--- config.mk ---
export PLATFORM = sky130hd
export DESIGN_NAME = db_target_resp
export DESIGN_NICKNAME = d
export VERILOG_FILES = /design/src/rtl/rio_pkg.sv /design/src/rtl/db_target_resp.sv
export SDC_FILE = /design/constraint.sdc
export NUM_CORES = 1
export LEC_CHECK = 0
export CELL_PAD_IN_SITES_DETAIL_PLACEMENT = 1
export CELL_PAD_IN_SITES_GLOBAL_PLACEMENT = 1
export CORE_MARGIN = 1.5
export CORE_UTILIZATION = 31
export DETAILED_ROUTE_END_ITERATION = 7
export PLACE_DENSITY_LB_ADDON = 0.05
export SLEW_MARGIN = 20
export SYNTH_ARGS = -nofsm -noshare
export SYNTH_HDL_FRONTEND = slang
export SYNTH_SLANG_ARGS = --single-unit
--- constraint.sdc ---
create_clock -name log_clk -period 8.75 [get_ports log_clk]
set_input_delay 2.625 -clock log_clk [delete_from_list [all_inputs] [get_ports log_clk]]
set_output_delay 2.625 -clock log_clk [all_outputs]
set_load 0.01 [all_outputs]
--- src/rtl/rio_pkg.sv ---
// Shared definitions for the doorbell/NWR self-check protocol. Used by both
// the target responder and the initiator.
package rio_pkg;

  localparam logic [3:0]  FTYPE_DOORB   = 4'hA;
  localparam logic [3:0]  FTYPE_NWR     = 4'h5;
  localparam logic [3:0]  TTYPE_NWR     = 4'h4;

  localparam logic [15:0] DB_SELF_CHECK = 16'h0101;
  localparam logic [15:0] DB_READY      = 16'h0100;
  localparam logic [15:0] DB_BUSY       = 16'h01FF;
  localparam logic [15:0] DB_INTEG_BASE = 16'h0200;

  // Header field LSB positions inside the 64-bit first beat
  localparam int unsigned HDR_TID_LSB   = 56;  // [63:56]
  localparam int unsigned HDR_FTYPE_LSB = 52;  // [55:52]
  localparam int unsigned HDR_TTYPE_LSB = 48;  // [51:48]
  localparam int unsigned HDR_PRIO_LSB  = 45;  // [46:45]
  localparam int unsigned HDR_SIZE_LSB  = 36;  // [43:36]
  localparam int unsigned HDR_INFO_LSB  = 16;  // [31:16]
  localparam int unsigned HDR_ADDR_W    = 34;  // [33:0]

  typedef enum logic [1:0] {
    ST_IDLE,
    ST_DB_RESP,
    ST_NWR_DATA,
    ST_DROP
  } state_t;

  // Doorbell info in the 0x02xx data-integration range
  function automatic logic db_is_integ(input logic [15:0] info);
    return (info[15:8] == DB_INTEG_BASE[15:8]);
  endfunction

  // Info field returned in the doorbell response
  function automatic logic [15:0] db_resp_info(input logic [15:0] info,
                                               input logic        busy);
    logic [15:0] r;
    if (info == DB_SELF_CHECK)
      r = busy ? DB_BUSY : DB_READY;
    else if (db_is_integ(info))
      r = info;
    else
      r = DB_BUSY;
    return r;
  endfunction

endpackage

--- src/rtl/db_target_resp.sv ---
// Target-side responder: answers doorbells and unpacks NWR packets into a
// registered write stream. Optional build macro: NWR_SIZE_CHECK_EN checks
// the received beat count against the header size field.
module db_target_resp
  import rio_pkg::*;
#(
  parameter logic [7:0] DEV_ID    = 8'hF0,
  parameter int         MAX_BEATS = 32
) (
  input  logic        log_clk,
  input  logic        log_rst,
  input  logic        treq_tvalid_in,
  output logic        treq_tready_o,
  input  logic        treq_tlast_in,
  input  logic [63:0] treq_tdata_in,
  input  logic [7:0]  treq_tkeep_in,
  input  logic [31:0] treq_tuser_in,
  output logic        tresp_tvalid_o,
  input  logic        tresp_tready_in,
  output logic        tresp_tlast_o,
  output logic [63:0] tresp_tdata_o,
  output logic [7:0]  tresp_tkeep_o,
  output logic [31:0] tresp_tuser_o,
  input  logic        user_busy_in,
  output logic        user_wr_valid_o,
  output logic [33:0] user_wr_addr_o,
  output logic [63:0] user_wr_data_o,
  output logic [7:0]  user_wr_keep_o,
  output logic        user_wr_last_o,
  output logic        db_info_valid_o,
  output logic [15:0] db_info_o,
  output logic [15:0] nwr_pkt_cnt_o,
  output logic        nwr_err_o
);

  localparam logic [5:0] BEAT_LAST = 6'(MAX_BEATS - 1);

  state_t      r_state;
  state_t      w_next;

  logic        r_tready;
  logic [7:0]  r_tid;
  logic [1:0]  r_prio;
  logic [15:0] r_resp_info;
  logic [15:0] r_src_id;
  logic        r_db_info_valid;
  logic [15:0] r_db_info;
  logic [33:0] r_base;
  logic [5:0]  r_beat_cnt;
  logic        r_wr_valid;
  logic [33:0] r_wr_addr;
  logic [63:0] r_wr_data;
  logic [7:0]  r_wr_keep;
  logic        r_wr_last;
  logic [15:0] r_pkt_cnt;
  logic        r_err;
`ifdef NWR_SIZE_CHECK_EN
  logic [7:0]  r_size;
  logic [8:0]  w_exp_beats;
  logic [8:0]  w_rcv_beats;
`endif

  logic        w_hs;
  logic [3:0]  w_ftype;
  logic [3:0]  w_ttype;
  logic [7:0]  w_tid;
  logic [1:0]  w_prio;
  logic [15:0] w_info;
  logic [33:0] w_addr;
  logic        w_is_db;
  logic        w_is_nwr;
  logic        w_overflow;
  logic        w_resp_valid;
  logic        w_unused;

  assign w_hs     = treq_tvalid_in & r_tready;
  assign w_tid    = treq_tdata_in[HDR_TID_LSB+7:HDR_TID_LSB];
  assign w_ftype  = treq_tdata_in[HDR_FTYPE_LSB+3:HDR_FTYPE_LSB];
  assign w_ttype  = treq_tdata_in[HDR_TTYPE_LSB+3:HDR_TTYPE_LSB];
  assign w_prio   = treq_tdata_in[HDR_PRIO_LSB+1:HDR_PRIO_LSB];
  assign w_info   = treq_tdata_in[HDR_INFO_LSB+15:HDR_INFO_LSB];
  assign w_addr   = treq_tdata_in[HDR_ADDR_W-1:0];
  assign w_is_db  = (w_ftype == FTYPE_DOORB);
  assign w_is_nwr = (w_ftype == FTYPE_NWR) && (w_ttype == TTYPE_NWR);
  // A non-last beat landing on the final allowed payload slot
  assign w_overflow = !treq_tlast_in && (r_beat_cnt == BEAT_LAST);

`ifdef NWR_SIZE_CHECK_EN
  assign w_exp_beats = ({1'b0, r_size} + 9'd8) >> 3;
  assign w_rcv_beats = {3'b000, r_beat_cnt} + 9'd1;
`endif

  assign w_unused = ^{treq_tuser_in[15:0], treq_tdata_in[47], treq_tdata_in[44],
                      treq_tdata_in[43:36], treq_tdata_in[35:34]};

  assign w_resp_valid   = (r_state == ST_DB_RESP);
  assign treq_tready_o  = r_tready;
  assign tresp_tvalid_o = w_resp_valid;
  assign tresp_tlast_o  = w_resp_valid;
  assign tresp_tkeep_o  = w_resp_valid ? 8'hFF : '0;
  assign tresp_tdata_o  = w_resp_valid ?
    {r_tid, FTYPE_DOORB, 4'h0, 1'b0, r_prio + 2'd1, 1'b0, 12'h000, r_resp_info, 16'h0000} : '0;
  assign tresp_tuser_o  = w_resp_valid ? {8'h00, DEV_ID, r_src_id} : '0;

  assign user_wr_valid_o = r_wr_valid;
  assign user_wr_addr_o  = r_wr_addr;
  assign user_wr_data_o  = r_wr_data;
  assign user_wr_keep_o  = r_wr_keep;
  assign user_wr_last_o  = r_wr_last;
  assign db_info_valid_o = r_db_info_valid;
  assign db_info_o       = r_db_info;
  assign nwr_pkt_cnt_o   = r_pkt_cnt;
  assign nwr_err_o       = r_err;

  // State register
  always_ff @(posedge log_clk or posedge log_rst) begin
    if (log_rst) r_state <= ST_IDLE;
    else         r_state <= w_next;
  end

  // Next-state decode from the current beat and response handshake
  always_comb begin
    w_next = r_state;
    unique case (r_state)
      ST_IDLE: begin
        if (w_hs) begin
          if (w_is_db && treq_tlast_in)        w_next = ST_DB_RESP;
          else if (w_is_nwr && !treq_tlast_in) w_next = ST_NWR_DATA;
          else if (!treq_tlast_in)             w_next = ST_DROP;
          else                                 w_next = ST_IDLE;
        end
      end
      ST_DB_RESP: begin
        if (tresp_tready_in) w_next = ST_IDLE;
      end
      ST_NWR_DATA: begin
        if (w_hs) begin
          if (treq_tlast_in)   w_next = ST_IDLE;
          else if (w_overflow) w_next = ST_DROP;
        end
      end
      ST_DROP: begin
        if (w_hs && treq_tlast_in) w_next = ST_IDLE;
      end
      default: w_next = ST_IDLE;
    endcase
  end

  // Ready is registered from the next state so it is low in reset and
  // low for the whole time a doorbell response is pending.
  always_ff @(posedge log_clk or posedge log_rst) begin
    if (log_rst) r_tready <= 1'b0;
    else         r_tready <= (w_next != ST_DB_RESP);
  end

  // Doorbell capture, NWR unpacking, counters and error pulses
  always_ff @(posedge log_clk or posedge log_rst) begin
    if (log_rst) begin
      r_tid           <= '0;
      r_prio          <= '0;
      r_resp_info     <= '0;
      r_src_id        <= '0;
      r_db_info_valid <= 1'b0;
      r_db_info       <= '0;
      r_base          <= '0;
      r_beat_cnt      <= '0;
      r_wr_valid      <= 1'b0;
      r_wr_addr       <= '0;
      r_wr_data       <= '0;
      r_wr_keep       <= '0;
      r_wr_last       <= 1'b0;
      r_pkt_cnt       <= '0;
      r_err           <= 1'b0;
`ifdef NWR_SIZE_CHECK_EN
      r_size          <= '0;
`endif
    end else begin
      r_db_info_valid <= 1'b0;
      r_wr_valid      <= 1'b0;
      r_err           <= 1'b0;
      if (w_hs) begin
        unique case (r_state)
          ST_IDLE: begin
            if (w_is_db && treq_tlast_in) begin
              r_tid       <= w_tid;
              r_prio      <= w_prio;
              r_src_id    <= treq_tuser_in[31:16];
              r_resp_info <= db_resp_info(w_info, user_busy_in);
              if (db_is_integ(w_info)) begin
                r_db_info_valid <= 1'b1;
                r_db_info       <= w_info;
              end
            end else if (w_is_nwr && !treq_tlast_in) begin
              r_base     <= w_addr;
              r_beat_cnt <= '0;
`ifdef NWR_SIZE_CHECK_EN
              r_size     <= treq_tdata_in[HDR_SIZE_LSB+7:HDR_SIZE_LSB];
`endif
            end else if (w_is_nwr && treq_tlast_in) begin
              r_err <= 1'b1;
            end
          end
          ST_NWR_DATA: begin
            r_wr_valid <= 1'b1;
            r_wr_addr  <= r_base + {25'd0, r_beat_cnt, 3'b000};
            r_wr_data  <= treq_tdata_in;
            r_wr_keep  <= treq_tkeep_in;
            r_wr_last  <= treq_tlast_in | w_overflow;
            r_beat_cnt <= r_beat_cnt + 6'd1;
            if (treq_tlast_in) begin
              r_pkt_cnt <= r_pkt_cnt + 16'd1;
`ifdef NWR_SIZE_CHECK_EN
              if (w_rcv_beats != w_exp_beats) r_err <= 1'b1;
`endif
            end else if (w_overflow) begin
              r_err <= 1'b1;
            end
          end
          default: ;
        endcase
      end
    end
  end

endmodule

==> impl_metrics.csv <==
group,metric,value,unit
sta,setup_tns,0,ps
setup_path,r2r_end,"r_beat_cnt[1]",
setup_path,end_kind,"register",
setup_path,cp.arrival,5980,ps
drt,wl_met2,14.1,mm
synth,seq_area_frac_synth,55.9,%
drt,antenna_left,0,
die,rows,66,
drt,viasPerCell,4.50,
setup_path,slowest_stage,"clkinv_2",
cells_and_area,fin_util,43.7,%
global_route,grt_max_degree,125,
drt,wl_per_cell,16.9,um
clock_network,cts_resized,0,
global_route,grt.overflow.total,0,
die,fp.dieW,184,um
synth,synth_area,10200,um^2
die,dieArea,33900,um^2
sta,hold_viol,0,
sta,fin_skew,12.0,ps
drt,wirelength,29.2,mm
clock_network,cts_setup_buffers,0,
cells_and_area,fillCellCount,3657,
setup_path,critPathKind,"in -> reg",
setup_path,start_kind,"input pin",
synth,ys_warn_count,0,
drt,met1_length,12.5,mm
global_route,track_usage,17.4,%
clock_network,cts_buffers,28,
sta,min_period,5560,ps
power,total_power,3770,uW
drt,highest_layer,"met5",
sta,max_freq,180,MHz
sta,report.final.slew_viol_count,0,
setup_path,cp_slowest_stage_delay,960,ps
setup_path,r2r_slack,5370,ps
synth,synthArstFlopShare,100,%
drt,route.vias.total,7787,
sta,rsz0062_at_grt,"no",
cells_and_area,fin_cells,1731,
power,leakage,0.00674,uW
clock_network,clock-sinks,227,
sta,tightest_slew,897,ps
drt,drc_errors,0,
die,start_util,31.3,%
place,place_inst,1680,
synth,ys.flop_type,"dfrtp_1",
setup_path,path_cells,"clkdlybuf4s50_1, and3b_1, nand2_4, clkinv_2, buf_4, a22o_1",
status,status,"completed",
sta,slew_headroom,40.2,%
die,ios,359,
clock_network,cts_buffer_depth,3,
clock_network,cts_tree,"yes",
cells_and_area,drive_above_1_share,4.74,%
synth,synthDistinctLibCells,53,
die,core,32500,um^2
place,place_congestion,0.747,
global_route,first_global_vias,7921,
setup_path,critPathRequiredTime,9160,ps
clock_network,clk_pin_slew_worst_paths,50,ps
sta,finalCritPeriodShare,63.6,%
setup_path,critPathCapture,"r_beat_cnt[1]",
synth,synthCells,996,
cells_and_area,area_delta_synth_final,39.6,%
synth,syn_area_per_cell,10.2,um^2
power,ir_drop,0.000140,V
cells_and_area,final_common_cell,"clkdlybuf4s50_1",
drt,first_iter_violations,196,
sta,setup_viol,0,
global_route,grt_antenna_before_repair,3,
setup_path,cp_max_fo,72,
worst_hold_path,hold_path_class,"reg -> reg",
clock_network,htreeDepth,1,
drt,wl_met3,1.97,mm
setup_path,r2r_cells,5,
clock_network,ctsHoldBuffers,0,
run,max_cap_violations,0,
cells_and_area,mostFrequentLayoutCells,"clkdlybuf4s50_1 (294), nand2_1 (292), dfrtp_1 (227)",
synth,synth_edf_count,0,
setup_path,crit_path_start,"treq_tvalid_in",
drt,dr.pass1.iters,4,
global_route,grt_pass1_wl,46.1,mm
die,die_height,184,um
place,dp_hpwl,20.1,mm
synth,ys_ff_latch,227,
cells_and_area,multi_input_area,4000,um^2
cells_and_area,regArea,5680,um^2
setup_path,r2r-start,"treq_tready_o",
cells_and_area,final_net_count,1387,
clock_network,clock_latency,540,ps
clock_network,cts_root_buffer,"clkbuf_16",
place,numPortBuffers,294,
power,powerDensity,266,nW/um^2
## report_power, final
part           switching, uW  internal (uW)  total, uW  leakage, uW
Sequential               160           1310       1470      0.00297
Combinational            574            587       1160      0.00332
Clock                    441            698       1140     0.000447
Total                   1180           2590       3770      0.00674
## worst max-delay path, delay by kind of cell
family | cells | cell delay, ps
compound gates | 1 | 300
simple gates | 2 | 960
buf+inv | 3 | 2020
## kinds of logic after synthesis
kind of cell,after synthesis,synth area share [%]
AO/OA/AOI/OAI,69,4.23
XOR/XNOR,38,3.27
adder cells (fa/ha/maj),9,1.18
buffers and inverters,115,6.74
flip-flops,227,55.9
multiplexers,70,7.71
other,1,0.0369
AND/OR/NAND/NOR,467,21.0
## registers in the layout, summed over array words and instances, names as in the netlist
register         count
user_wr_data_o      64
r_tid                8
r_beat_cnt           6
db_info_valid_o      1
user_wr_addr_o      34
r_src_id            16
treq_tready_o        1
user_wr_keep_o       8
r_base              34
r_state              2
db_info_o           16
r_prio               2
user_wr_valid_o      1
nwr_err_o            1
nwr_pkt_cnt_o       16
r_resp_info         16
user_wr_last_o       1
## cell usage after synthesis (2+ instances only)
cell type,number,area [um^2]
buf_1,5,18.8
nand2_1,293,1100
nor3_1,6,30.0
mux2_1,66,743
nand3_1,25,125
a31oi_1,5,31.3
a211o_1,2,17.5
o21ai_0,8,40.0
inv_1,7,26.3
a22o_1,2,17.5
o21ai_1,23,115
a21oi_1,7,35.0
buf_2,11,55.1
dfrtp_1,227,5680
xnor2_1,16,140
or3_1,2,12.5
and2_1,50,313
ha_1,8,100
or4_1,3,22.5
mux2i_1,3,30.0
nor4_1,2,12.5
nand4_1,15,93.8
o211ai_1,3,22.5
o31ai_1,9,67.6
nor2b_1,9,56.3
nor4b_1,3,26.3
nor2_1,35,131
a21o_1,5,37.5
xor2_1,22,193
clkbuf_1,27,101
nand4b_1,2,17.5
buf_4,64,480
and3_1,10,62.6
o21a_1,2,15.0
## final cells by class
| cell class | instances | area share (%) |
|---|---|---|
| multi-input cells | 701 | 28.2 |
| flip-flops and latches | 227 | 40.0 |
| inverters | 8 | 0.247 |
| clock buffers | 46 | 6.13 |
| repair buffers | 302 | 21.2 |
| clock inverters | 3 | 0.282 |
| well taps | 442 | 3.90 |
| diodes | 2 | 0.0353 |
## layer usage
metal  vias to the layer above  GRT usage (%)
met5                         -              0
met4                         2           4.26
met3                        46           4.47
met2                       218           29.6
met1                      3821           21.9
li1                       3700              -
## metrics by stage
step                      hold slack [ps]  setup WS (ps)  instance area [um^2]
after floorplan                       432           3160                 10300
after global placement                442           2520                 13300
after detailed placement              453           2520                 13300
after CTS                             462           3070                 14200
after global routing                  494           2810                 14200
final                                 458           3190                 14200
## worst min-delay path by stage
stage / start / to / slack (ps) / cells after the start
after global placement: r_base[1] / user_wr_addr_o[1] / 440 / 2
after detailed placement: r_base[1] / user_wr_addr_o[1] / 450 / 2
after floorplan: r_base[0] / user_wr_addr_o[0] / 430 / 2
after CTS: r_base[1] / user_wr_addr_o[1] / 460 / 2
after global routing: nwr_pkt_cnt_o[15] / nwr_pkt_cnt_o[15] / 490 / 1
final: r_base[1] / user_wr_addr_o[1] / 460 / 2
Power figures use the tool's default switching activity.
